$ cat config.mk
export PLATFORM = sky130hd
export DESIGN_NAME = stopwatch_bcd_display
export DESIGN_NICKNAME = d
export VERILOG_FILES = /design/src/rtl/stopwatch_bcd_display.sv
export SDC_FILE = /design/constraint.sdc
export NUM_CORES = 1
export LEC_CHECK = 0
export ABC_AREA = 1
export CAP_MARGIN = 20
export CORE_MARGIN = 3
export CORE_UTILIZATION = 57
export DETAILED_ROUTE_END_ITERATION = 10
export PLACE_DENSITY = 0.87
export SYNTH_ARGS = -nofsm -noshare
export SYNTH_HDL_FRONTEND = slang
export SYNTH_SLANG_ARGS = --single-unit
$ cat constraint.sdc
create_clock -name clk -period 2.71 [get_ports clk]
set_input_delay 0.6775 -clock clk [delete_from_list [all_inputs] [get_ports clk]]
set_output_delay 0.6775 -clock clk [all_outputs]
set_load 0.01 [all_outputs]
$ cat src/rtl/stopwatch_bcd_display.sv
// Binary-to-BCD converter (sequential double-dabble, one bit per cycle) driving a
// multiplexed active-high 7-segment display. Define LEADING_ZERO_BLANK_EN to blank leading zeros.
module stopwatch_bcd_display #(
  parameter int unsigned DATA_WIDTH  = 16,
  parameter int unsigned DIGITS      = 5,
  parameter int unsigned REFRESH_DIV = 1000
) (
  input  logic                  clk,
  input  logic                  reset,
  input  logic [DATA_WIDTH-1:0] count,
  output logic [4*DIGITS-1:0]   bcd,
  output logic                  bcd_valid,
  output logic                  busy,
  output logic [6:0]            seg,
  output logic [DIGITS-1:0]     an
);

  localparam int unsigned BcdW  = 4 * DIGITS;
  localparam int unsigned IterW = (DATA_WIDTH > 1) ? $clog2(DATA_WIDTH) : 1;
  localparam int unsigned RefW  = (REFRESH_DIV > 1) ? $clog2(REFRESH_DIV) : 1;
  localparam int unsigned IdxW  = (DIGITS > 1) ? $clog2(DIGITS) : 1;

  localparam logic [IterW-1:0] LastIter = IterW'(DATA_WIDTH - 1);
  localparam logic [RefW-1:0]  LastRef  = RefW'(REFRESH_DIV - 1);
  localparam logic [IdxW-1:0]  LastIdx  = IdxW'(DIGITS - 1);

  typedef enum logic [0:0] {StIdle, StShift} state_t;

  state_t                state;
  logic [DATA_WIDTH-1:0] held;
  logic [DATA_WIDTH-1:0] shreg;
  logic [BcdW-1:0]       scratch;
  logic [IterW-1:0]      iter;

  logic [BcdW-1:0]       scratch_adj;
  logic [BcdW-1:0]       scratch_next;
  logic [DATA_WIDTH-1:0] shreg_next;

  logic [RefW-1:0]       refresh_cnt;
  logic [IdxW-1:0]       idx;
  logic [3:0]            nibble;
  logic                  blank;

  // One double-dabble iteration: correct each nibble, then shift the whole chain left.
  always_comb begin
    scratch_adj = scratch;
    for (int i = 0; i < int'(DIGITS); i++) begin
      if (scratch[4*i +: 4] >= 4'd5) begin
        scratch_adj[4*i +: 4] = scratch[4*i +: 4] + 4'd3;
      end
    end
    {scratch_next, shreg_next} = {scratch_adj, shreg} << 1;
  end

  always_ff @(posedge clk) begin
    if (reset) begin
      state     <= StIdle;
      held      <= '0;
      shreg     <= '0;
      scratch   <= '0;
      iter      <= '0;
      bcd       <= '0;
      bcd_valid <= 1'b0;
      busy      <= 1'b0;
    end else begin
      bcd_valid <= 1'b0;
      unique case (state)
        StIdle: begin
          if (count != held) begin
            held    <= count;
            shreg   <= count;
            scratch <= '0;
            iter    <= '0;
            busy    <= 1'b1;
            state   <= StShift;
          end
        end
        StShift: begin
          shreg   <= shreg_next;
          scratch <= scratch_next;
          iter    <= iter + IterW'(1);
          if (iter == LastIter) begin
            bcd       <= scratch_next;
            bcd_valid <= 1'b1;
            busy      <= 1'b0;
            state     <= StIdle;
          end
        end
        default: state <= StIdle;
      endcase
    end
  end

  // Display scan runs continuously regardless of conversion activity.
  always_ff @(posedge clk) begin
    if (reset) begin
      refresh_cnt <= '0;
      idx         <= '0;
    end else if (refresh_cnt == LastRef) begin
      refresh_cnt <= '0;
      idx         <= (idx == LastIdx) ? '0 : idx + IdxW'(1);
    end else begin
      refresh_cnt <= refresh_cnt + RefW'(1);
    end
  end

  always_comb begin
    an     = '0;
    nibble = '0;
    blank  = 1'b0;
    for (int i = 0; i < int'(DIGITS); i++) begin
      if (idx == IdxW'(i)) begin
        an[i]  = 1'b1;
        nibble = bcd[4*i +: 4];
      end
    end
`ifdef LEADING_ZERO_BLANK_EN
    begin
      logic upper_zero;
      upper_zero = 1'b1;
      // Walk down from the top digit; digit 0 is never blanked.
      for (int i = int'(DIGITS) - 1; i > 0; i--) begin
        upper_zero = upper_zero && (bcd[4*i +: 4] == 4'd0);
        if (idx == IdxW'(i)) begin
          blank = upper_zero;
        end
      end
    end
`else
    blank = 1'b0;
`endif
    case (nibble)
      4'd0:    seg = 7'b0111111;
      4'd1:    seg = 7'b0000110;
      4'd2:    seg = 7'b1011011;
      4'd3:    seg = 7'b1001111;
      4'd4:    seg = 7'b1100110;
      4'd5:    seg = 7'b1101101;
      4'd6:    seg = 7'b1111101;
      4'd7:    seg = 7'b0000111;
      4'd8:    seg = 7'b1111111;
      4'd9:    seg = 7'b1101111;
      default: seg = 7'b0000000;
    endcase
    if (blank) begin
      seg = 7'b0000000;
    end
  end

endmodule

# Word level (Yosys, flattened, before mapping)
# Memories as Yosys holds them, arrays and structs flattened.
# Cells that the tools add are included.
# totals
ff_bits	92
rom_bits	112
inputBits	18
out_inout_bits	34
memories	1
# mem_list
name	words	word_bits	read_ports	rd_clocked_by_memory_dff	wr	line	rtl
(no name shown)	16	7	1	0	0	132	case (nibble)
# classes
n_addsub	8
n_lt_le_gt_ge	5
n_eq_ne	9
muxes	29
n_bitwise	1
n_reduce_logical	6
# ops
cell	n
4-bit 2-to-1 mux	10
20-bit case mux with 2 select lines	1
16-bit case mux with 2 select lines	1
4-bit by 3-bit greater-or-equal comparator with 1-bit output (second input constant)	5
20-bit 2-to-1 mux	1
4-bit by 2-bit adder with 4-bit output (second input constant)	4
16-bit 2-to-1 mux	1
16-bit != test	1
10-bit by 1-bit adder with 10-bit output (second input constant)	1
10-bit == test (second input constant)	1
1-bit 2-to-1 mux	10
4-bit case mux with 2 select lines	1
3-bit by 2-bit == test with 1-bit output (second input constant)	2
3-bit 2-to-1 mux	2
2-bit AND reduction	3
4-bit by 1-bit adder with 4-bit output (second input constant)	1
4-bit == test (second input constant)	1
1-bit case mux with 2 select lines	2
2-bit OR reduction	2
3-bit by 1-bit adder with 3-bit output (second input constant)	1
3-bit by 2-bit adder with 3-bit output (second input constant)	1
3-bit by 1-bit == test with 1-bit output (second input constant)	1
3-bit == test (second input constant)	1
3-bit logical NOT	1
other kinds (3)	3

# Logic depth before layout (Yosys ltp)
# Gate-level depths: netlist (run 1).
# An unclocked memory read counts as a cell.
# logic_depth
ltp_word	7
depth_mapped	17
ltp_nobuf	17

# Worst setup path after synthesis (run 1)
# No wires, ideal clock.
# synth_timing
path_kind	register to output
startpoint	register idx[0]
endpoint	output port seg[0]
arrival_ns	1.930
setup_slack_ns	0.102
path_stages_with_launch	16
n_path_buf	0
path_cell_list	dfxtp_1 inv_1 ha_1 inv_1 nor2_1 nand3_1 nand2_1 nand2_1 a21oi_1 inv_1 ha_1 inv_1 nand2_1 nand2_1 nand2_1 nand2_1
# synth_via
elab_chain_len	7
word_cells_on_any_way	11
classes_between	4 x eq/ne; 5 x mux; 1 x reduce/logical; 1 x memory
# synth_rtl
item	line	rtl
from (decl)	40	logic [IdxW-1:0] idx;
from (signal assigned)	101	idx <= (idx == LastIdx) ? '0 : idx + IdxW'(1);
3-bit logical NOT	112	if (idx == IdxW'(i)) begin
4-bit 2-to-1 mux (4 in series)	112	
4-bit 2-to-1 mux *	112	
memory 16 x 7 bit *	-	
to (decl)	14	output logic [6:0] seg,
# Every way passes the cells marked *; elsewhere a longest branch is shown, timed or not.

# Final worst setup path (run 1)
# layout_timing
startpoint	register idx[1]
endpoint	output port seg[0]
# Same word-level chain as after synthesis.

==> results.py, run 1 <==
metrics = {
    "status": {
        "status": "complete, but fails checks",
        "violations": "negative setup slack",
    },
    "floorplanning": {
        "dieArea_um2": 9770,
        "die_w_um": 98.9,
        "core-area_um2": 8300,
        "fp.dieH_um": 98.9,
        "initial_core_util_pct": 59.2,
        "num_io_pins": 52,
        "num_rows": 33,
    },
    "logic_synthesis": {
        "synth.avg_cell_area_um2": 7.03,
        "ys_seq_elements": 92,
        "synth.yosys.seq_area_share_pct": 37.5,
        "synth_cell_types": 34,
        "netlist_area_um2": 4910,
        "yosysWarnings": 0,
        "synth_fp_nets": 740,
        "syn_inst": 699,
    },
    "cells_and_area": {
        "antenna_cells": 0,
        "regArea_um2": 1850,
        "final_cell_mix": "nand2_1, dfxtp_1, inv_1, a21oi_1, nand3_1",
        "multi_input_area_um2": 2710,
        "area_growth_pct": 24.6,
        "drive_gt1_share_pct": 15.9,
        "instances_no_fill": 884,
        "num-nets-final": 816,
        "fillers": 573,
        "design_area_um2": 6120,
        "final_util_pct": 73.8,
        "final_common_cell": "nand2_1",
    },
    "sta": {
        "skew_ns": 0.0152,
        "final.setup.tns_ns": -1.90,
        "tightest_slew_ns": 0.843,
        "hold_viol": 0,
        "clock.fmax_ghz": 0.332,
        "post-route-period-util_pct": 111,
        "finalSetupViolations": 7,
        "whs_ns": 0.488,
        "rsz0062_at_grt": "true",
        "relSlewSlack_pct": 43.8,
        "period_needed_ns": 3.01,
        "drv_slew": 0,
        "fin_ws_ns": -0.303,
    },
    "routing": {
        "drt_iter0_drc": 340,
        "viasPerCell": 5.70,
        "detail-route-antenna-nets": 0,
        "routedWlPerCell_um": 15.5,
        "drc": 0,
        "vias": 5043,
        "wirelength_mm": 13.7,
        "firstDrtPassIters": 5,
    },
    "global_routing": {
        "grt_max_degree": 48,
        "grt_usage_pct": 27.4,
        "grt_pass1_vias": 4757,
        "grt_pass1_wl_mm": 22.0,
        "gr-total-overflow": 0,
        "grt_antenna_before_repair": 0,
    },
    "critical_path": {
        "path_class": "reg -> out",
        "cp.arrival_ns": 2.34,
        "slowest_delay_ns": 0.39,
        "crit_fanout": 4,
        "startpoint_type": "flip-flop",
        "cp.required_ns": 2.03,
        "cpMaxStageDelayCell": "dfxtp_4",
        "path_cells": "inv_6 -> ha_4 -> inv_4 -> nor2_4 -> buf_4 -> nand2_1 -> nand2_1 -> nand2_1 -> nand2_1 -> nand2_1 -> buf_4 -> nand3b_1 -> nand2_1 -> nand2_2 -> nand2_1 -> buf_2",
        "critPathMostFrequentCell": "nand2_1",
        "end_kind": "output pin",
    },
    "place": {
        "hpwl_mm": 8.71,
        "detailed_place.area_um2": 5640,
        "dp_cells": 858,
        "io_buffers": 51,
        "gp_congestion": 0.915,
        "pre_cts_slack_ns": -0.428,
    },
    "clocking": {
        "clock_sinks": 92,
        "root_buffer": "clkbuf_8",
        "clk_pin_slew_ns": 0.09,
        "numCtsBuffers": 9,
        "clk_path_buf_depth": 2,
        "cts_hold_buf": 0,
        "tritoncts": "yes",
        "htree_levels": 3,
        "clk_latency_ns": 0.36,
    },
    "pwr": {
        "finalPower_mw": 2.69,
        "p_per_area_nw_per_um2": 439,
        "ir_drop_mv": 0.275,
        "p_leak_nw": 2.59,
    },
    "flow_run": {
        "cap_violations": 0,
    },
    "worst_hold_path": {
        "hold_class": "reg -> reg",
    },
}
-- cell usage after synthesis, drive strengths merged --
master	instances	area, um2
ha	23	288
a31o	1	8.76
xor2	16	140
nor3b	2	15.0
nor2	27	119
o21ai	39	195
nand3b	1	7.51
nand4	41	257
nand2	192	726
or2	5	31.3
clkbuf	14	52.6
clkinv	1	3.75
xnor2	1	8.76
o21a	1	7.51
a22o	9	78.8
nor3	5	25.0
o22ai	4	25.0
buf	20	141
inv	89	334
dfxtp	92	1840
a21oi	64	339
nand3	52	270
-- power breakdown --
| part | total (mW) | switching [mW] | leakage (nW) | internal [mW] |
|---|---|---|---|---|
| Sequential | 1.41 | 0.0279 | 0.750 | 1.38 |
| Clock | 1.07 | 0.464 | 0.114 | 0.611 |
| Combinational | 0.200 | 0.125 | 1.73 | 0.0749 |
-- worst paths after layout --
check / to / cells past startpoint / start / slack [ns]
max reg2reg: shreg[0]$_SDFFE_PP0P_ / 7 / held[11]$_SDFFE_PP0P_ / 0.85
max: seg[0] / 16 / idx[1]$_SDFFE_PP0P_ / -0.30
min: refresh_cnt[0]$_SDFF_PP0_ / 1 / refresh_cnt[0]$_SDFF_PP0_ / 0.49
min reg2reg: refresh_cnt[0]$_SDFF_PP0_ / 1 / refresh_cnt[0]$_SDFF_PP0_ / 0.49
-- timing repair --
action / in CTS / in global routing
cloned: 0 / 0
pin swaps: 11 / 10
endpoints found under the setup margin: 7 / 7
buffers inserted: 7 / 3
resized for setup: 70 / 15
-- metal layers --
layer  global-route usage, %  share of wire (%)  up-vias  wire length (um)
met5                       0                  0        -                 0
met4                    11.3                2.9        0               393
met3                    3.54                5.7       40               783
met2                    48.5                 51      200              7060
met1                    33.2                 40     2367              5510
li1                        -                  -     2436                 -
-- registers in the layout, summed over array words and instances (netlist names) --
signal,cells
bcd,20
bcd_valid,1
busy,1
held,16
idx,3
iter,4
refresh_cnt,10
scratch,20
shreg,16
state,1
-- logic make-up after synthesis --
group / after synthesis / share of synthesized area, %
flops: 92 / 37.5
compound gates: 118 / 13.3
simple gates: 325 / 29.5
buf+inv: 124 / 10.8
fa+ha+maj: 23 / 5.86
xor+xnor: 17 / 3.03
-- critical path, delay by kind of cell (launching register included) --
kind / cells / cell delay (ns)
flops: 1 / 0.39
buf+inv: 5 / 0.57
simple gates: 10 / 0.87
fa+ha+maj: 1 / 0.15
-- layout make-up --
class	instances	area share, %
Tap cell	105	2.15
Clock inverter	4	1.61
Inverter	90	5.72
Clock buffer	11	2.15
Multi-Input combinational cell	483	44.3
Timing Repair Buffer	99	13.9
Sequential cell	92	30.2
No activity file was read; power rests on OpenSTA's default activity.
==> run 2, diff against run 1 <==
Settings changed: CORE_MARGIN 3 to unset, GPL_TIMING_DRIVEN set to 0.
==> run 2 against run 1 <==
The flow still finishes with violations (negative setup slack). Core utilization shrank 0.66 points. Die area shrank 7.9%. Final area shrank 0.90%. Sequential cell count is the same. Clock skew shrank 0.0061 ns. Routed wire length grew 1.8%. Critical path type unchanged. Highest routed layer unchanged.
==> results.py, run 2 (synthesis results as in run 1) <==
metrics = {
    "critical_path": {
        "r2r_slack_ns": 0.80,
        "reg2regPathDepth": 6,
        "setup.worst_path.start": "idx[1]$_SDFFE_PP0P_",
        "rr_startpoint": "iter[0]$_SDFFE_PP0P_",
        "critPathMostFrequentCell": "nand2_1",
        "crit_fanout": 4,
        "r2r_end": "bcd[15]$_SDFFE_PP0P_",
        "cp.arrival_ns": 2.44,
        "slowest_delay_ns": 0.39,
        "cpMaxStageDelayCell": "dfxtp_4",
        "crit_end": "seg[3]",
        "path_class": "reg -> out",
        "startpoint_type": "flip-flop",
        "path_cells": "inv_4 -> ha_4 -> inv_4 -> nor2_4 -> nand2_1 -> nand3_1 -> nand2_1 -> nand2_1 -> nand2_2 -> buf_4 -> ha_4 -> nand2_2 -> nand2_1 -> nand2_1 -> nand2_1 -> buf_2",
        "cp.required_ns": 2.03,
        "end_kind": "output pin",
    },
    "sta": {
        "relSlewSlack_pct": 59.8,
        "final.setup.tns_ns": -2.56,
        "tightest_slew_ns": 0.600,
        "drv_slew": 0,
        "whs_ns": 0.477,
        "clock.fmax_ghz": 0.321,
        "fin_ws_ns": -0.409,
        "finalSetupViolations": 7,
        "rsz0062_at_grt": "true",
        "period_needed_ns": 3.12,
        "post-route-period-util_pct": 115,
        "skew_ns": 0.00909,
        "hold_viol": 0,
    },
    "flow_run": {
        "cap_violations": 0,
    },
    "global_routing": {
        "grt_usage_pct": 30.0,
        "grt_pass1_vias": 4738,
        "grt_pass1_wl_mm": 21.3,
        "grt_antenna_before_repair": 1,
        "grt_max_degree": 16,
        "gr-total-overflow": 0,
    },
    "routing": {
        "viasPerCell": 5.86,
        "drc": 0,
        "routedWlPerCell_um": 15.8,
        "wirelength_mm": 14.0,
        "detail-route-antenna-nets": 0,
        "firstDrtPassIters": 5,
        "vias": 5184,
        "drt_iter0_drc": 464,
    },
    "floorplanning": {
        "die_w_um": 94.9,
        "fp.dieH_um": 94.9,
        "initial_core_util_pct": 59.2,
        "core-area_um2": 8300,
        "num_io_pins": 52,
        "dieArea_um2": 9000,
        "num_rows": 33,
    },
    "place": {
        "gp_congestion": 0.896,
        "detailed_place.area_um2": 5550,
        "pre_cts_slack_ns": -0.594,
        "hpwl_mm": 9.11,
        "io_buffers": 50,
    },
    "cells_and_area": {
        "drive_gt1_share_pct": 15.8,
        "largestRegisters": "bcd: 20 flops, scratch: 20 flops",
        "design_area_um2": 6070,
        "antenna_cells": 0,
        "num-nets-final": 816,
        "area_growth_pct": 23.4,
        "final_common_cell": "nand2_1",
        "final_cell_mix": "nand2_1, dfxtp_1, inv_1, a21oi_1, nand3_1",
        "fillers": 596,
    },
    "pwr": {
        "ir_drop_mv": 0.329,
        "p_leak_nw": 2.54,
        "p_per_area_nw_per_um2": 417,
    },
    "clocking": {
        "tritoncts": "yes",
        "clock_sinks": 92,
        "cts_hold_buf": 0,
        "clk_path_buf_depth": 2,
        "clk_pin_slew_ns": 0.09,
        "root_buffer": "clkbuf_8",
        "numCtsBuffers": 9,
        "clk_latency_ns": 0.36,
        "htree_levels": 3,
    },
    "worst_hold_path": {
        "holdCritStartpoint": "shreg[0]$_SDFFE_PP0P_",
        "hold_class": "reg -> reg",
    },
    "status": {
        "violations": "negative setup slack",
        "status": "complete, but fails checks",
    },
}
run 2: worst max-delay path, delay by kind of cell (launching register included):
kind          cells  cell delay (ns)
simple gates     10             0.83
buf+inv           4             0.43
flops             1             0.39
fa+ha+maj         2             0.42
run 2: how the worst min path moves through the flow:
stage / to / slack (ns) / cells past startpoint
after floorplan: refresh_cnt[0]$_SDFF_PP0_ / 0.44 / 1
after global placement: refresh_cnt[0]$_SDFF_PP0_ / 0.45 / 1
after detailed placement: refresh_cnt[0]$_SDFF_PP0_ / 0.46 / 1
after CTS: shreg[0]$_SDFFE_PP0P_ / 0.48 / 2
after global routing: shreg[0]$_SDFFE_PP0P_ / 0.51 / 2
final: shreg[0]$_SDFFE_PP0P_ / 0.48 / 2
run 2: what timing repair did:
| item | in CTS | in global routing |
|---|---|---|
| pin swaps | 15 | 16 |
| resized for setup | 71 | 27 |
| buffers inserted | 8 | 7 |
| setup endpoints to repair | 7 | 7 |
run 2: layout make-up:
cell class	instances	area (um2)	share of cell area, %
flip-flops and latches	92	1850	30.5
repair buffers	65	588	9.69
multi-input cells	483	2760	45.5
well taps	105	131	2.17
clock inverters	6	66.3	1.09
clock buffers	9	124	2.04
plain buffers	34	194	3.20
inverters	90	350	5.77
run 2: stage by stage:
stage          util (%)  instances  total power, mW
5_1_grt            73.1        884             2.63
2_1_floorplan         -        699             1.57
3_3_place_gp       66.8        854             1.64
4_1_cts            71.2        877             2.52
6_report           73.1        884             2.53
3_5_place_dp       66.8        854             1.65
run 2: routing by layer:
| metal | share of wire [%] | GRT usage [%] | up-vias | wire length [um] |
|---|---|---|---|---|
| met5 | 0 | 0 | - | 0 |
| met2 | 50 | 51.6 | 270 | 7010 |
| met4 | 3.0 | 13.0 | 0 | 425 |
| met1 | 40 | 35.5 | 2423 | 5610 |
| li1 | - | - | 2438 | - |
| met3 | 6.7 | 7.09 | 53 | 939 |
run 2: power breakdown:
group,switching [mW],leakage (nW),total [mW],internal [mW]
logic,0.132,1.70,0.210,0.0779
registers,0.0256,0.751,1.41,1.38
clock network,0.487,0.0873,0.908,0.421
total,0.645,2.54,2.53,1.88
==> run 3, diff against run 2 <==
Settings changed: CORE_MARGIN set to 2, SLEW_MARGIN set to 20.
==> run 3 against run 2 <==
The flow still finishes with violations (negative setup slack). Final area rose by 0.35%. Sequential power barely moved. Core utilization rose by 0.26 points. Cell count rose by 0.34%. Global-route usage fell by 2.4 points. Combinational power barely moved. Routed wire length fell by 2.9%. Largest cell class unchanged. Highest routed layer unchanged.
==> results.py, run 3 (synthesis results as in run 1) <==
metrics = {
    "worst_hold_path": {
        "hold_class": "reg -> reg",
    },
    "clocking": {
        "tritoncts": "yes",
        "clock_sinks": 92,
        "clk_path_buf_depth": 2,
        "root_buffer": "clkbuf_8",
        "clk_latency_ns": 0.37,
        "clk_pin_slew_ns": 0.10,
        "htree_levels": 3,
        "cts_hold_buf": 0,
        "numCtsBuffers": 9,
    },
    "place": {
        "gp_congestion": 0.934,
        "hpwl_mm": 9.10,
        "detailed_place.area_um2": 5550,
        "io_buffers": 50,
        "dp_cells": 854,
        "pre_cts_slack_ns": -0.620,
    },
    "global_routing": {
        "gr-total-overflow": 0,
        "grt_antenna_before_repair": 0,
        "grt_max_degree": 16,
        "grt_pass1_vias": 4698,
        "grt_pass1_wl_mm": 21.7,
        "grt_usage_pct": 27.6,
    },
    "critical_path": {
        "critPathMostFrequentCell": "nand2_1",
        "end_kind": "output pin",
        "cpMaxStageDelayCell": "dfxtp_4",
        "r2r_slack_ns": 0.79,
        "crit_family": "simple AND/OR/NAND/NOR gates",
        "path_cells": "inv_4 -> ha_4 -> inv_2 -> nor2_4 -> nand3_1 -> nand2_1 -> nand2_2 -> a21oi_4 -> inv_2 -> ha_1 -> inv_1 -> nand2_1 -> nand2_1 -> nand2_1 -> nand2_1 -> buf_2",
        "crit_buf_inv": 5,
        "crit_fanout": 4,
        "startpoint_type": "flip-flop",
        "path_class": "reg -> out",
        "cp.required_ns": 2.03,
        "cp.arrival_ns": 2.39,
        "slowest_delay_ns": 0.39,
    },
    "status": {
        "status": "complete, but fails checks",
        "violations": "negative setup slack",
    },
    "pwr": {
        "finalPower_mw": 2.63,
        "switchingPower_mw": 0.648,
        "cellInternalPower_mw": 1.98,
        "clkPwrFrac_pct": 38.4,
        "pwr-share-comb_pct": 8.0,
        "p_leak_nw": 2.56,
        "p_per_area_nw_per_um2": 432,
        "power_frac_seq_pct": 53.6,
        "ir_drop_mv": 0.289,
        "swShare_pct": 24.6,
    },
    "cells_and_area": {
        "drive_gt1_share_pct": 14.7,
        "largestRegisters": "bcd: 20 flops, scratch: 20 flops",
        "fillers": 635,
        "area_growth_pct": 23.9,
        "antenna_cells": 0,
        "num-nets-final": 818,
        "final_cell_mix": "nand2_1, dfxtp_1, inv_1, a21oi_1, nand3_1",
        "design_area_um2": 6090,
        "final_common_cell": "nand2_1",
        "instances_no_fill": 887,
    },
    "floorplanning": {
        "initial_core_util_pct": 59.2,
        "core-area_um2": 8300,
        "num_rows": 33,
        "die_w_um": 96.9,
        "num_io_pins": 52,
        "fp.dieH_um": 96.9,
        "dieArea_um2": 9380,
    },
    "routing": {
        "detail-route-antenna-nets": 0,
        "drt_iter0_drc": 391,
        "routedWlPerCell_um": 15.3,
        "vias": 5105,
        "firstDrtPassIters": 6,
        "wirelength_mm": 13.6,
        "drc": 0,
        "viasPerCell": 5.76,
    },
    "sta": {
        "post-route-period-util_pct": 113,
        "skew_ns": 0.0173,
        "period_needed_ns": 3.07,
        "drv_slew": 0,
        "hold_viol": 0,
        "rsz0062_at_grt": "true",
        "final.setup.tns_ns": -2.22,
        "tightest_slew_ns": 0.666,
        "relSlewSlack_pct": 55.4,
        "fin_ws_ns": -0.361,
        "clock.fmax_ghz": 0.326,
        "finalSetupViolations": 7,
    },
    "flow_run": {
        "cap_violations": 0,
    },
}
## run 3: cell count changes in the layout (fill, tap and decap cells not counted), sizes merged
cell,before,now
buf,42,44
bufinv,1,2
clkbuf,23,24
clkinvlp,3,1
inv,89,90
## run 3: power by group through the flow
stage,clock network (mW),logic (mW),registers (mW)
global route,1.08,0.235,1.41
finish,1.01,0.210,1.41
floorplan,0,0.134,1.44
CTS,1.01,0.207,1.41
detailed placement,0,0.205,1.44
global placement,0,0.198,1.44
## run 3: path summary, 6_finish.rpt
check	from	endpoint	cells after the start
max	idx[0]$_SDFFE_PP0P_	seg[0]	16
min	held[4]$_SDFFE_PP0P_	held[4]$_SDFFE_PP0P_	2
max reg2reg	iter[0]$_SDFFE_PP0P_	bcd[19]$_SDFFE_PP0P_	6
min reg2reg	held[4]$_SDFFE_PP0P_	held[4]$_SDFFE_PP0P_	2
## run 3: layout make-up
type / count / area, um2 / area share [%]
Multi-Input combinational cell: 483 / 2740 / 44.9
Clock inverter: 6 / 86.3 / 1.42
Timing Repair Buffer: 67 / 613 / 10.1
Tap cell: 105 / 131 / 2.16
Buffer: 34 / 194 / 3.19
Clock buffer: 10 / 128 / 2.10
Sequential cell: 92 / 1850 / 30.4
Inverter: 90 / 348 / 5.71
## run 3: worst register-to-register path, cell delays in order, from the launching register on
cell and delay (ns):
dfxtp_1 0.40, ha_1 0.19, nand4_1 0.12, nor2_1 0.54, buf_2 0.34, nand3_1 0.13
o21ai_0 0.11
## run 3: through the flow
step / hold WS, ns / utilization [%]
global placement: 0.454 / 66.8
global route: 0.508 / 73.4
detailed placement: 0.471 / 66.8
finish: 0.489 / 73.4
floorplan: 0.441 / -
CTS: 0.493 / 71.9
## run 3: timing repair
action                     in CTS  in global routing
setup endpoints to repair       7                  7
resized for setup              67                 22
hold endpoints to repair        0                  0
pin swaps                      18                 15
setup buffers                  13                  4
## run 3: metal layers
metal	GRT usage, %	wire [um]	vias up
li1	-	-	2448
met4	11.3	548	0
met5	0	0	-
met2	48.5	6700	207
met1	34.0	5640	2391
met3	3.54	695	59
